<file path="src/rtl/soc_bus_pkg.sv">
// Shared types and constants for the core-to-peripheral bus fabric.
package soc_bus_pkg;

  typedef enum logic [0:0] {
    S_IDLE = 1'b0,
    S_WAIT = 1'b1
  } state_t;

  localparam logic [31:0] ERR_DATA_DEF = 32'hDEAD_BEEF;
  localparam int ERR_CNT_W = 8;
  localparam logic [ERR_CNT_W-1:0] ERR_CNT_MAX = '1;

  // Width of the slave-select field; a single slave still gets a 1-bit field tied to zero.
  function automatic int sel_width(input int nslv);
    return (nslv > 1) ? $clog2(nslv) : 1;
  endfunction

endpackage

</file>
<file path="src/rtl/soc_bus_fabric_if.sv">
// Core data port plus peripheral-side bus, bundled for the fabric.
interface soc_bus_fabric_if #(
  parameter int NSLV = 4,
  parameter int AW   = 32,
  parameter int DW   = 32
);
  logic               m_req;
  logic               m_we;
  logic [AW-1:0]      m_addr;
  logic [DW-1:0]      m_wdata;
  logic [DW-1:0]      m_rdata;
  logic               m_stall;
  logic               m_err;
  logic [NSLV-1:0]    s_req;
  logic [NSLV-1:0]    s_we;
  logic [AW-1:0]      s_addr;
  logic [DW-1:0]      s_wdata;
  logic [NSLV*DW-1:0] s_rdata;
  logic [NSLV-1:0]    s_ready;

  // master: the core and peripherals around the fabric; slave: the fabric itself.
  modport master (
    output m_req, m_we, m_addr, m_wdata, s_rdata, s_ready,
    input  m_rdata, m_stall, m_err, s_req, s_we, s_addr, s_wdata
  );

  modport slave (
    input  m_req, m_we, m_addr, m_wdata, s_rdata, s_ready,
    output m_rdata, m_stall, m_err, s_req, s_we, s_addr, s_wdata
  );
endinterface

</file>
<file path="src/rtl/soc_bus_fabric_addr_dec.sv">
// Slave-select decode: select field, mapped flag and one-hot slave vector.
module bus_addr_dec
  import soc_bus_pkg::*;
#(
  parameter int NSLV    = 4,
  parameter int AW      = 32,
  parameter int SEL_LSB = 8,
  parameter int SW      = sel_width(NSLV)
) (
  input  logic [AW-1:0]   addr,
  output logic [SW-1:0]   sel,
  output logic            mapped,
  output logic [NSLV-1:0] onehot
);

  localparam logic [SW:0] NSLV_V = (SW+1)'(NSLV);

  logic unused_addr;

  generate
    if (NSLV > 1) begin : g_sel
      assign sel = addr[SEL_LSB +: SW];
    end else begin : g_nosel
      assign sel = '0;
    end
  endgenerate

  assign unused_addr = ^addr;
  assign mapped      = ({1'b0, sel} < NSLV_V);

  // Unmapped selects match no index, so the vector is all-zero for them.
  always_comb begin
    onehot = '0;
    for (int i = 0; i < NSLV; i++) begin
      if (sel == SW'(i)) onehot[i] = 1'b1;
    end
  end

endmodule

</file>
<file path="src/rtl/soc_bus_fabric.sv">
// Memory-mapped interconnect: decode, wait-state handshake, timeout abort and error log.
module soc_bus_fabric
  import soc_bus_pkg::*;
#(
  parameter int            NSLV     = 4,
  parameter int            AW       = 32,
  parameter int            DW       = 32,
  parameter int            SEL_LSB  = 8,
  parameter int            TIMEOUT  = 16,
  parameter logic [DW-1:0] ERR_DATA = DW'(ERR_DATA_DEF)
) (
  input  logic                 clk,
  input  logic                 rst,
  soc_bus_fabric_if.slave      bus,
  output logic [ERR_CNT_W-1:0] err_cnt,
  output logic [AW-1:0]        err_addr
);

  localparam int SW = sel_width(NSLV);
  localparam logic [7:0] TIMEOUT_V = 8'(TIMEOUT);

  state_t          state;
  logic [7:0]      wait_cnt;
  logic [AW-1:0]   lat_addr;
  logic            lat_we;
  logic [DW-1:0]   lat_wdata;

  logic            in_wait;
  logic            active;
  logic [AW-1:0]   cur_addr;
  logic            cur_we;
  logic [DW-1:0]   cur_wdata;
  logic [SW-1:0]   sel;
  logic            mapped;
  logic [NSLV-1:0] onehot;
  logic            ready_sel;
  logic [DW-1:0]   rdata_sel;
  logic            timed_out;
  logic            err_now;

  // While waiting the core's m_* are ignored; everything follows the latched access.
  assign in_wait   = (state == S_WAIT);
  assign active    = in_wait || bus.m_req;
  assign cur_addr  = in_wait ? lat_addr  : bus.m_addr;
  assign cur_we    = in_wait ? lat_we    : bus.m_we;
  assign cur_wdata = in_wait ? lat_wdata : bus.m_wdata;

  bus_addr_dec #(
    .NSLV   (NSLV),
    .AW     (AW),
    .SEL_LSB(SEL_LSB),
    .SW     (SW)
  ) u_dec (
    .addr  (cur_addr),
    .sel   (sel),
    .mapped(mapped),
    .onehot(onehot)
  );

  always_comb begin
    rdata_sel = '0;
    ready_sel = 1'b0;
    for (int i = 0; i < NSLV; i++) begin
      if (onehot[i]) begin
        rdata_sel = bus.s_rdata[i*DW +: DW];
        ready_sel = bus.s_ready[i];
      end
    end
  end

  // A ready slave in the final wait cycle completes normally rather than erroring.
  assign timed_out = in_wait && (wait_cnt == TIMEOUT_V);
  assign err_now   = rst && active && (!mapped || (!ready_sel && timed_out));
  assign bus.m_err = err_now;

  always_comb begin
    bus.s_addr  = cur_addr;
    bus.s_wdata = cur_wdata;
    bus.s_req   = '0;
    bus.s_we    = '0;
    bus.m_rdata = '0;
    bus.m_stall = 1'b0;
    if (rst && active) begin
      if (err_now) begin
        bus.m_rdata = ERR_DATA;
      end else begin
        bus.s_req = onehot;
        bus.s_we  = cur_we ? onehot : '0;
        if (ready_sel) begin
          if (!cur_we) bus.m_rdata = rdata_sel;
        end else begin
          bus.m_stall = 1'b1;
        end
      end
    end
  end

  always_ff @(posedge clk) begin
    if (!rst) begin
      state     <= S_IDLE;
      wait_cnt  <= '0;
      lat_addr  <= '0;
      lat_we    <= 1'b0;
      lat_wdata <= '0;
      err_cnt   <= '0;
      err_addr  <= '0;
    end else begin
      case (state)
        S_IDLE: begin
          if (bus.m_req && mapped && !ready_sel) begin
            lat_addr  <= bus.m_addr;
            lat_we    <= bus.m_we;
            lat_wdata <= bus.m_wdata;
            wait_cnt  <= 8'd1;
            state     <= S_WAIT;
          end
        end
        S_WAIT: begin
          if (ready_sel || timed_out) begin
            wait_cnt <= '0;
            state    <= S_IDLE;
          end else begin
            wait_cnt <= wait_cnt + 8'd1;
          end
        end
      endcase
      if (err_now) begin
        if (err_cnt != ERR_CNT_MAX) err_cnt <= err_cnt + ERR_CNT_W'(1);
        err_addr <= cur_addr;
      end
    end
  end

endmodule

</file>
<file path="src/flat_wrapper.sv">
// flat-port wrapper written by rule: the top's interface ports become plain ports
module soc_bus_fabric_flat import soc_bus_pkg::*;
#(
  parameter int            NSLV     = 4,
  parameter int            AW       = 32,
  parameter int            DW       = 32,
  parameter int            SEL_LSB  = 8,
  parameter int            TIMEOUT  = 16,
  parameter logic [DW-1:0] ERR_DATA = DW'(ERR_DATA_DEF)
)
  (clk, rst, err_cnt, err_addr, bus_m_req, bus_m_we, bus_m_addr, bus_m_wdata, bus_s_rdata, bus_s_ready, bus_m_rdata, bus_m_stall, bus_m_err, bus_s_req, bus_s_we, bus_s_addr, bus_s_wdata);
  soc_bus_fabric_if #(.NSLV(NSLV), .AW(AW), .DW(DW)) bus_i ();
  input  logic clk;
  input  logic rst;
  output logic [ERR_CNT_W-1:0] err_cnt;
  output logic [AW-1:0] err_addr;
  input wire logic [$bits(bus_i.m_req)-1:0] bus_m_req;
  input wire logic [$bits(bus_i.m_we)-1:0] bus_m_we;
  input wire logic [$bits(bus_i.m_addr)-1:0] bus_m_addr;
  input wire logic [$bits(bus_i.m_wdata)-1:0] bus_m_wdata;
  input wire logic [$bits(bus_i.s_rdata)-1:0] bus_s_rdata;
  input wire logic [$bits(bus_i.s_ready)-1:0] bus_s_ready;
  output wire logic [$bits(bus_i.m_rdata)-1:0] bus_m_rdata;
  output wire logic [$bits(bus_i.m_stall)-1:0] bus_m_stall;
  output wire logic [$bits(bus_i.m_err)-1:0] bus_m_err;
  output wire logic [$bits(bus_i.s_req)-1:0] bus_s_req;
  output wire logic [$bits(bus_i.s_we)-1:0] bus_s_we;
  output wire logic [$bits(bus_i.s_addr)-1:0] bus_s_addr;
  output wire logic [$bits(bus_i.s_wdata)-1:0] bus_s_wdata;
  assign bus_i.m_req = bus_m_req;
  assign bus_i.m_we = bus_m_we;
  assign bus_i.m_addr = bus_m_addr;
  assign bus_i.m_wdata = bus_m_wdata;
  assign bus_i.s_rdata = bus_s_rdata;
  assign bus_i.s_ready = bus_s_ready;
  assign bus_m_rdata = bus_i.m_rdata;
  assign bus_m_stall = bus_i.m_stall;
  assign bus_m_err = bus_i.m_err;
  assign bus_s_req = bus_i.s_req;
  assign bus_s_we = bus_i.s_we;
  assign bus_s_addr = bus_i.s_addr;
  assign bus_s_wdata = bus_i.s_wdata;
  soc_bus_fabric #(.NSLV(NSLV), .AW(AW), .DW(DW), .SEL_LSB(SEL_LSB), .TIMEOUT(TIMEOUT), .ERR_DATA(ERR_DATA)) u_core (.clk(clk), .rst(rst), .bus(bus_i), .err_cnt(err_cnt), .err_addr(err_addr));
endmodule
</file>
<file path="config.mk">
export PLATFORM = sky130hd
export DESIGN_NAME = soc_bus_fabric_flat
export DESIGN_NICKNAME = d
export VERILOG_FILES = /design/src/rtl/soc_bus_pkg.sv /design/src/rtl/soc_bus_fabric_if.sv /design/src/rtl/soc_bus_fabric_addr_dec.sv /design/src/rtl/soc_bus_fabric.sv /design/src/flat_wrapper.sv
export SDC_FILE = /design/constraint.sdc
export NUM_CORES = 1
export LEC_CHECK = 0
export ABC_CLOCK_PERIOD_IN_PS = 4600
export CORE_AREA = 2 2 134 136
export CTS_CLUSTER_SIZE = 14
export DETAILED_ROUTE_END_ITERATION = 10
export DIE_AREA = 0 0 136 138
export HOLD_SLACK_MARGIN = 0.05
export PLACE_DENSITY_LB_ADDON = 0.2
export SLEW_MARGIN = 20
export SYNTH_ARGS = -nofsm -noshare
export SYNTH_HDL_FRONTEND = slang
export SYNTH_HIERARCHICAL = 1
export SYNTH_SLANG_ARGS = --single-unit
</file>
<file path="constraint.sdc">
create_clock -name clk -period 4.6 [get_ports clk]
set_clock_uncertainty 0.15 [all_clocks]
set_input_delay 0.92 -clock clk [delete_from_list [all_inputs] [get_ports clk]]
set_output_delay 0.92 -clock clk [all_outputs]
set_load 0.02 [all_outputs]
</file>
==> flow_summary.ini <==
[floorplanning]
coreArea_mm2 = 0.0175
die_y_um = 138
ios = 346
die_w_um = 136
die_area_mm2 = 0.0188
initial_core_util = 0.367
std_cell_rows = 49

[synthesis]
syn_area_mm2 = 0.00644
synth_warnings = 6
synth_cells = 821
syn-mean-instance-area_um2 = 7.84
mappedNetlistNets = 1024

[worst_setup_path]
crit_required_ps = 3530
cp-end-kind = output pin
critical_path.slowest_cell = clkdlybuf4s50_1
crit_fanout = 14
path_depth = 9
crit_buf_inv = 3
crit_arrival_ps = 3350
r2r_setup_slack_ps = 1680
critical_path_class = in -> out
startpoint_type = input port
crit_family = buffers and inverters
path_cells = clkdlybuf4s50_1 > mux2_2 > and2b_2 > nor3b_2 > a221o_2 > a21oi_4 > buf_4 > o21ai_0 > dlygate4sd2_1
cpPeakStageDelay_ps = 410
reg2regPathDepth = 9

[timing]
slew_viol_final = 0
tightest_slew_ps = 984
hold_ws_ps = 299
min_period_ps = 4420
timing.slew.headroom = 0.344
hold_viol = 0
timing.fmax_ghz = 0.226
worst_slack_ps = 178
fin_crit_sh = 0.961
rsz0062_at_grt = false
setup_viol = 0

[run_status]
run_status = complete, no violations

[detailed_routing]
vias = 7159
drt-total-wl_um = 23200
drc = 0
wl_per_cell_um = 16.7
drt_iter0_markers = 307
viasPerCell = 5.17
postRouteAntennaNets = 0
first_pass_iters = 4

[layout]
post-route-util = 0.617
syn_to_final_growth_pct = 68.0
fill_cells = 1580
drive_gt1_frac = 0.136
final_area_mm2 = 0.0108
fin_nets = 1345
layoutNonFillerInstCount = 1386

[clock_tree]
htreeDepth = 4
cts_inserted_buffers = 17
cts_tree = done
cts_hold_buf = 0
clock_tree.buffer_depth = 2
cts_setup_buffers = 0
cts-root-buf = clkbuf_16
clkLatencyLatePin_ps = 410
clkTransAtPathRegs_ps = 50
cts.sinks = 114

[global_routing]
grtUsageTotal = 0.240
antenna_found_initial = 2
grt_max_degree = 94
overflow = 0
grt_pass1_vias = 6810
grt_pass1_wl_um = 35700

[power]
cellLeakagePower_nw = 4.28
ir_drop_mv = 0.165
p_per_area_mw_per_mm2 = 310

[placed_design]
gp_congestion = 0.839
placed_area_mm2 = 0.0102
hpwl_um = 17000
dpl_worst_slack_ps = -51.5
dp.cells = 1352
port_buffers = 345

[flow_run]
drv_cap = 0

[min_path]
hp-class = reg -> reg
min_path_cells = 2
-- flip-flops by register name, indices dropped and copies added (netlist names) --
register,count
u_core/err_cnt,8
u_core/in_wait,1
u_core/err_addr,32
u_core/wait_cnt,8
u_core/lat_we,1
u_core/lat_wdata,32
u_core/lat_addr,32
-- area by class of cell --
class                      instances  area, um^2  area share
clock buffer                      19         433      0.0400
timing repair buffer             382        3810       0.352
multi-input combinational        621        3780       0.350
tap                              229         287      0.0265
inverter                           6        25.0     0.00231
sequential                       114        2290       0.211
antenna                            2        5.00    0.000463
clock inverter                    13         186      0.0172
-- power by group --
part           leakage [nW]  internal [mW]  switching, mW
sequential            0.929           1.04         0.0270
combinational          3.06          0.469          0.434
clock                 0.290          0.907          0.476
-- metal layers --
metal / global-route usage / wire (um)
met1: 0.281 / 9270
met2: 0.427 / 12000
met3: 0.0517 / 1300
met4: 0.0872 / 624
met5: 0 / 0
-- stage by stage --
stage               TNS, ps  total power, mW
detailed placement     -363             2.00
global route              0             3.50
global placement      -7.91             1.99
CTS                       0             3.39
floorplan                 0             1.54
finish                    0             3.35
-- tightest hold or removal path: stages (launching register included) --
cell and delay (ps):
dfxtp_1 300, nand2_1 50, o21ai_1 50
-- worst paths after layout --
kind / endpoint / from
worst min register to register: u_core/lat_addr[21] / u_core/lat_addr[21]
worst min-delay path: u_core/lat_addr[21] / u_core/lat_addr[21]
worst max-delay path: bus_m_rdata[1] / bus_m_addr[9]
worst max register to register: u_core/err_cnt[6] / u_core/in_wait
-- placed cells by master, fill, tap and decap left out, drive strengths merged, types with 9 or more instances in the layout --
cell	instances
and2	9
nor2	13
nor3	46
clkbuf	19
o21ai	92
dfxtp	114
dlygate4sd2	30
mux2	64
nand2	138
nand3	106
dlymetal6s2s	10
buf	40
nor2b	34
a221oi	33
a21oi	36
clkdlybuf4s50	302
-- timing repair --
item,4_1_cts,5_1_grt
setup endpoints to repair,24,10
endpoints found under the hold margin,0,0
resized for setup,31,11
Power figures use the tool's default switching activity.
